File: config.mk
export PLATFORM = sky130hd
export DESIGN_NAME = y_booth_mul
export DESIGN_NICKNAME = d
export VERILOG_FILES = /design/src/rtl/y_booth_mul_pkg.sv /design/src/rtl/booth_addsub.sv /design/src/rtl/y_booth_mul.sv
export SDC_FILE = /design/constraint.sdc
export NUM_CORES = 1
export LEC_CHECK = 0
export CORE_ASPECT_RATIO = 0.9
export CORE_MARGIN = 1.5
export CORE_UTILIZATION = 55
export DETAILED_ROUTE_END_ITERATION = 8
export GPL_ROUTABILITY_DRIVEN = 1
export GPL_TIMING_DRIVEN = 0
export PLACE_DENSITY = 0.9
export SLEW_MARGIN = 10
export SYNTH_ARGS = -nofsm -noshare
export SYNTH_HDL_FRONTEND = slang
export SYNTH_SLANG_ARGS = --single-unit
File: constraint.sdc
create_clock -name clk -period 6.5 [get_ports clk]
set_clock_uncertainty 0.15 [all_clocks]
set_input_delay 0.65 -clock clk [delete_from_list [all_inputs] [get_ports clk]]
set_output_delay 0.65 -clock clk [all_outputs]
set_load 0.03 [all_outputs]
File: src/rtl/y_booth_mul_pkg.sv
`default_nettype none
// ============================================================================
// Module   : y_booth_mul_pkg
// Purpose  : Shared constants and Booth recode helper for y_booth_mul.
// Revision : 1.0 - initial release
// ============================================================================
package y_booth_mul_pkg;

   localparam int c_DEF_W = 32;

   localparam logic [1:0] c_ST_IDLE = 2'b00;
   localparam logic [1:0] c_ST_RUN  = 2'b01;
   localparam logic [1:0] c_ST_DONE = 2'b10;

   localparam logic [1:0] c_BOOTH_NOP = 2'b00;
   localparam logic [1:0] c_BOOTH_ADD = 2'b01;
   localparam logic [1:0] c_BOOTH_SUB = 2'b10;

   // Radix-2 recode of the {Q[0], q_1} bit pair.
   function automatic logic [1:0] booth_recode(input logic q0, input logic q1);
      case ({q0, q1})
         2'b01:   return c_BOOTH_ADD;
         2'b10:   return c_BOOTH_SUB;
         default: return c_BOOTH_NOP;
      endcase
   endfunction

endpackage
`default_nettype wire

File: src/rtl/booth_addsub.sv
`default_nettype none
// ============================================================================
// Module   : booth_addsub
// Purpose  : Combinational N-bit adder/subtractor, ctrl=1 computes x - y.
// Revision : 1.0 - initial release
// ============================================================================
module booth_addsub #(
   parameter int N = 33
) (
   input  logic [N-1:0] x,
   input  logic [N-1:0] y,
   input  logic         ctrl,
   output logic [N-1:0] z,
   output logic         cout
);

   logic [N-1:0] w_y_inv;
   logic [N:0]   w_sum;

   // Two's-complement subtract: invert y and inject ctrl as carry-in.
   assign w_y_inv = y ^ {N{ctrl}};
   assign w_sum   = {1'b0, x} + {1'b0, w_y_inv} + {{N{1'b0}}, ctrl};
   assign z       = w_sum[N-1:0];
   assign cout    = w_sum[N];

endmodule
`default_nettype wire

File: src/rtl/y_booth_mul.sv
`default_nettype none
// ============================================================================
// Module   : y_booth_mul
// Purpose  : Sequential signed WxW radix-2 Booth multiplier, one step/clock.
// Revision : 1.0 - initial release
// ============================================================================
module y_booth_mul
   import y_booth_mul_pkg::*;
#(
   parameter int W = c_DEF_W
) (
   input  logic           clk,
   input  logic           reset,
   input  logic           start,
   input  logic [W-1:0]   a,
   input  logic [W-1:0]   b,
   output logic           busy,
   output logic           done,
   output logic [2*W-1:0] product
);

   localparam int            CW          = $clog2(W + 1);
   localparam logic [CW-1:0] c_CNT_LOAD  = CW'(W);
   localparam logic [CW-1:0] c_CNT_LAST  = CW'(1);

   logic [1:0]     r_state;
   logic [W:0]     r_m;
   logic [W:0]     r_a;
   logic [W-1:0]   r_q;
   logic           r_q1;
   logic [CW-1:0]  r_cnt;
   logic [2*W-1:0] r_product;

   logic [1:0]     w_op;
   logic [W:0]     w_sum;
   logic           w_unused_cout;
   logic [W:0]     w_a_new;
   logic [W:0]     w_a_sh;
   logic [W-1:0]   w_q_sh;
   logic           w_q1_sh;
   logic           w_load;

   assign w_op = booth_recode(r_q[0], r_q1);

   booth_addsub #(
      .N (W + 1)
   ) u_addsub (
      .x    (r_a),
      .y    (r_m),
      .ctrl (w_op == c_BOOTH_SUB),
      .z    (w_sum),
      .cout (w_unused_cout)
   );

   assign w_a_new = (w_op == c_BOOTH_NOP) ? r_a : w_sum;

   // Arithmetic right shift of {A', Q, q_1}; A' sign bit replicates.
   assign w_a_sh  = {w_a_new[W], w_a_new[W:1]};
   assign w_q_sh  = {w_a_new[0], r_q[W-1:1]};
   assign w_q1_sh = r_q[0];

   assign w_load = start && (r_state != c_ST_RUN);

   always_ff @(posedge clk or posedge reset) begin
      if (reset) begin
         r_state   <= c_ST_IDLE;
         r_m       <= '0;
         r_a       <= '0;
         r_q       <= '0;
         r_q1      <= 1'b0;
         r_cnt     <= '0;
         r_product <= '0;
      end else begin
         case (r_state)
            c_ST_IDLE, c_ST_DONE: begin
               if (w_load) begin
                  r_m     <= {a[W-1], a};
                  r_a     <= '0;
                  r_q     <= b;
                  r_q1    <= 1'b0;
                  r_cnt   <= c_CNT_LOAD;
                  r_state <= c_ST_RUN;
               end else begin
                  r_state <= c_ST_IDLE;
               end
            end
            c_ST_RUN: begin
               r_a   <= w_a_sh;
               r_q   <= w_q_sh;
               r_q1  <= w_q1_sh;
               r_cnt <= r_cnt - c_CNT_LAST;
               // Product is captured only on the final iteration.
               if (r_cnt == c_CNT_LAST) begin
                  r_product <= {w_a_sh[W-1:0], w_q_sh};
                  r_state   <= c_ST_DONE;
               end
            end
            default: r_state <= c_ST_IDLE;
         endcase
      end
   end

   assign busy    = (r_state == c_ST_RUN);
   assign done    = (r_state == c_ST_DONE);
   assign product = r_product;

endmodule
`default_nettype wire

# Word-level counts from Yosys, hierarchy flattened
# Index checks and enable logic that the tools add are counted.
# op_classes
addsub	3
mul	0
div	0
n_lt_le_gt_ge	0
eq_ne	9
shifts	0
n_mux	13
n_bitwise	1
n_reduce_logical	8
# op_table
cell	n
$mux 33	2
$pmux 33 s2	1
$pmux 32 s2	1
$add 33x1->33	1
$add 33x33->33	1
$xor 33x33->33	1
$mux 32	1
$pmux 6 s2	1
$pmux 2 s2	2
$eq 2x2->1 const B	3
$eq 6x1->1 const B	1
$mux 6	1
$reduce_and 2->1	3
$sub 6x1->6 const B	1
$eq 2x1->1 const B	2
$logic_not 2->1	2
$ne 2x1->1 const B	2
$mux 1	2
$mux 2	1
$ne 2x2->1 const B	1
$pmux 1 s2	1
$reduce_bool 2->1	1
$reduce_or 2->1	1
$logic_and 1x1->1	1
# word_totals
regBits	170
latchBits	0
mem_bits_rw	0
mem_bits_ro	0
in_bits	67
output_inout_bits	66
wordCells	41
n_memories	0

# Logic depth before layout (Yosys ltp)
# logic_depth
word_depth	8
mapped_depth	15
ltp_nobuf	12

# Hierarchy
# From an unflattened synthesis, not the netlist that was laid out.
# hier_totals
hier_cells	877
hier_area_um2	9262.6
# modules_own_cells
module	instances	cells_per_inst	area_per_inst_um2	seq_area_each_um2
y_booth_mul	1	571	7053.0	4229.1
booth_addsub	1	306	2209.6	0.0

# Worst setup path before layout
# No wires, ideal clock.
# synth_path
kind	register to register
startpoint	reg r_q1
endpoint	reg r_a[30]
setup_ns	0.131
t_arrival_ns	3.416
required_time_ns	6.219
path_slack_ns	2.802
stages_incl_launch_ff	15
path_buffers	2
period_less_slack_ns	3.698
path_cell_list	dfrtp_1 -> inv_1 -> ha_1 -> clkbuf_1 -> buf_1 -> xor2_1 -> ha_1 -> a21o_1 -> a21oi_1 -> nor3b_1 -> o311a_1 -> a311o_1 -> a221oi_2 -> nor4_1 -> or3_1
# synth_between
elab_chain_len	8
elab_cells_between_ends	10
classes_between	2 x add/sub; 3 x eq/ne; 3 x mux; 1 x bitwise; 1 x reduce/logical
# synth_rtl
element	line	source
start, declared	y_booth_mul.sv:30	logic r_q1;
start signal, assigned	y_booth_mul.sv:90	r_q1 <= w_q1_sh;
$eq 2x2->1 / $eq 2x1->1 (equally long branches)	y_booth_mul_pkg.sv:21	case ({q0, q1})
$pmux 2 s2 *	y_booth_mul_pkg.sv:21	
$eq 2x2->1	y_booth_mul.sv:50	.ctrl (w_op == c_BOOTH_SUB),
$xor 33x33->33	booth_addsub.sv:21	assign w_y_inv = y ^ {N{ctrl}};
$add 33x33->33	booth_addsub.sv:22	assign w_sum = {1'b0, x} + {1'b0, w_y_inv} + {{N{1'b0}}, ctrl};
$add 33x1->33	booth_addsub.sv:22	
$mux 33 *	y_booth_mul.sv:55	assign w_a_new = (w_op == c_BOOTH_NOP) ? r_a : w_sum;
$pmux 33 s2 *	y_booth_mul.sv:74	case (r_state)
end signal, assigned	y_booth_mul.sv:88	r_a <= w_a_sh;
end, declared	y_booth_mul.sv:28	logic [W:0] r_a;
# Every way passes the cells marked *; elsewhere a longest branch is shown, timed or not.
# A chain may end at the register's enable or synchronous reset.

# Worst setup path in the final report
# layout_path
startpoint	reg r_q1
endpoint	reg r_a[29]
# Same word-level chain as after synthesis.

==> results.toml <==
[setup_path]
cp_num_cells = 14
critPathCaptureType = "flop"
cpLargestDelayFamily = "compound AO/OA/AOI/OAI gates"
cp.arrival_ns = 4.99
timing.critical_path.slowest_stage_cell = "sky130_fd_sc_hd__buf_1"
endpoint_required_time_on_the_critical_path_ns = 6.69
critical_path.max_fanout = 10
crit_path_class = "flop to flop"
crit_path_cell_trace = "inv_1 -> ha_1 -> clkbuf_1 -> buf_1 -> xor2_1 -> fa_1 -> a211oi_1 -> o211ai_1 -> a31oi_1 -> o211ai_1 -> and3_1 -> o21a_1 -> o31a_1 -> o21ai_0"
setup_crit_start_kind = "flop"
critical_path_buf_inv_count = 3
worst-r2r-cell-count = 14
critical_path.max_stage_delay_ns = 0.76
path_common_cell = "sky130_fd_sc_hd__o211ai_1"

[timing]
worstMarginPinSlew_ns = 0.9519
rsz0062_at_grt = "false"
finalWorstPathRequiredPeriod_ns = 4.794
finalHoldViolCount = 0
layout_worst_path_cycle_share = 0.7376
setup_slack_ns = 1.706
fin_hold_ws_ns = 0.3251
timing.slew.headroom = 0.3654
final_report_max_slew_violation_count = 0
fmaxAchievable_ghz = 0.2086
setup_violations = 0

[outcome]
status = "finished, final reports clean"

[synth]
syn-mean-instance-area_sq_um = 8.859
syn-num-nets = 1081
yosys.area.top_type = "sky130_fd_sc_hd__dfrtp_1"
yosys_register_bits = 169
syn_area_sq_mm = 0.008673
synthMostInstantiatedCell = "sky130_fd_sc_hd__nand2_1"
synth-edff-count = 0
synth_warnings = 0
postSynth.asyncResetShare = 1.000
synth_sequential_area_ratio = 0.4876
synth_top_cells_by_area = "sky130_fd_sc_hd__dfrtp_1 (49%), sky130_fd_sc_hd__nand2_1 (14%), sky130_fd_sc_hd__ha_1 (4.9%), sky130_fd_sc_hd__xor2_1 (4.1%), sky130_fd_sc_hd__o21ai_0 (3.7%)"
synth_cells = 979
dominantRegCellSynth = "sky130_fd_sc_hd__dfrtp_1"
synth_cell_type_count = 48
yosysTopAreaCellShare = 0.4876
netlist_top_cells_count = "sky130_fd_sc_hd__nand2_1 (329), sky130_fd_sc_hd__dfrtp_1 (169), sky130_fd_sc_hd__o21ai_0 (64)"

[die]
width_of_the_die_um = 135.4
dieHeight_um = 122.1
initial_core_utilization = 0.5617
fp.coreArea_sq_mm = 0.01544
ports_placed_on_the_boundary = 133
floorplan.die_area_sq_mm = 0.01653
row_count = 43

[clock_tree]
h-tree-depth = 4
tritoncts = "yes"
cts.hold.buffers_added = 0
cts_repair_resize_count = 0
tritoncts_num_sinks = 169
path_clk_slew_ns = 0.07
tritoncts.num_buffers = 17
cts-root-buf = "sky130_fd_sc_hd__clkbuf_16"
post-cts-setup-buffer-count = 0
clk_path_buf_depth = 2
clkLatencyLatePin_ns = 0.43

[global_route]
grt_start_max_net_pins = 94
grt_first_pass_wirelength_um = 39020
grt_overflow = 0
grtUsageTotal = 0.3050
number_of_antenna_violations_at_the_first_check_in_global_routing = 0
grt_pass1_vias = 7704

[routing]
vias_after_detailed_routing = 7780
firstDrtPassIters = 6
dr.first_iter.drc_count = 680
drt_drc_violations_left = 0
drt_wl_total_um = 24070
ant_nets = 0
drt_via_density = 5.780
wire_per_inst_um = 17.88

[placement]
dpl.cell_count = 1314
io_buffers = 132
place.gp.congestion = 0.9450
detailedPlace.worstSlack_ns = 1.887
place_hpwl_um = 16860

[layout]
layout-drive-gt1-share = 0.03671
antenna_cells = 0
final_cells = 1346
fin_nets = 1233
layout.core_utilization = 0.7032
syn_to_final_growth_pct = 25.19

[flow_run]
timing.max_cap.violations = 0

[worst_hold_path]
min_delay_path_depth = 2
hold_path.class = "flop to flop"
routing by layer:
metal | share of wire | GRT usage
met1 | 0.44 | 0.4176
met2 | 0.46 | 0.4825
met3 | 0.071 | 0.05493
met4 | 0.029 | 0.1243
met5 | 0 | 0
worst paths after layout:
| kind | to | slack [ns] | startpoint |
|---|---|---|---|
| worst min-delay path | product[13] | 0.33 | product[13] |
| min in group asynchronous | product[63] | 0.53 | reset |
| worst min register to register | product[13] | 0.33 | product[13] |
| worst max-delay path | r_a[29] | 1.71 | r_q1 |
| worst max register to register | r_a[29] | 1.71 | r_q1 |
| max in group asynchronous | r_q[2] | 4.83 | reset |
layout make-up:
| cell class | count | area, sq um |
|---|---|---|
| fill | 1143 | 4583 |
| sequential | 169 | 4229 |
| multi-input combinational | 743 | 4193 |
| timing repair buffer | 133 | 1349 |
| clock buffer | 18 | 439.2 |
| tap | 202 | 252.7 |
| buffer | 57 | 214.0 |
| clock inverter | 14 | 136.4 |
| inverter | 10 | 45.04 |
placed cells by master (no fill, tap or decap), types with 15 or more instances in the layout:
cell type	Yosys	layout
sky130_fd_sc_hd__dfrtp_1	169	169
sky130_fd_sc_hd__xor2_1	41	41
sky130_fd_sc_hd__nand2_1	329	329
sky130_fd_sc_hd__ha_1	34	34
sky130_fd_sc_hd__a22oi_1	32	32
sky130_fd_sc_hd__clkdlybuf4s50_1	0	132
sky130_fd_sc_hd__clkbuf_16	0	17
sky130_fd_sc_hd__nand3_1	19	19
sky130_fd_sc_hd__a21o_1	22	22
sky130_fd_sc_hd__nor2_1	35	35
sky130_fd_sc_hd__xnor2_1	15	15
sky130_fd_sc_hd__a21oi_1	32	32
sky130_fd_sc_hd__o21ai_0	64	64
sky130_fd_sc_hd__mux2i_1	16	16
sky130_fd_sc_hd__clkbuf_1	43	43
registers in the layout, indices dropped and copies added, names as in the netlist:
name	flops
r_a	32
r_cnt	6
product	64
r_q1	1
r_m	32
r_q	32
r_state	2
per-stage QoR:
stage,instance area [sq um],TNS (ns)
after global placement,10250,-165.35
final,10860,0
after floorplan,8673,0
after global routing,10860,0
after CTS,10860,0
after detailed placement,10280,0
kinds of logic (layout without fill, tap and decap cells):
family	after synthesis	in the layout	synth area share
AND/OR/NAND/NOR	436	436	0.2089
AO/OA/AOI/OAI	199	199	0.1469
multiplexers	17	17	0.01976
XOR/XNOR	56	56	0.05655
buffers and inverters	67	232	0.02899
flip-flops	169	169	0.4876
adder cells (fa/ha/maj)	35	35	0.05136
tightest hold or removal path, cell delays in order (launching register included):
cell,delay [ns]
sky130_fd_sc_hd__dfrtp_1,0.34
sky130_fd_sc_hd__nand2_1,0.05
sky130_fd_sc_hd__nand2_1,0.05
Power is left out: the tool's default activity adds up to more than one toggle a clock period on the data nets, which glitch-free logic cannot reach.
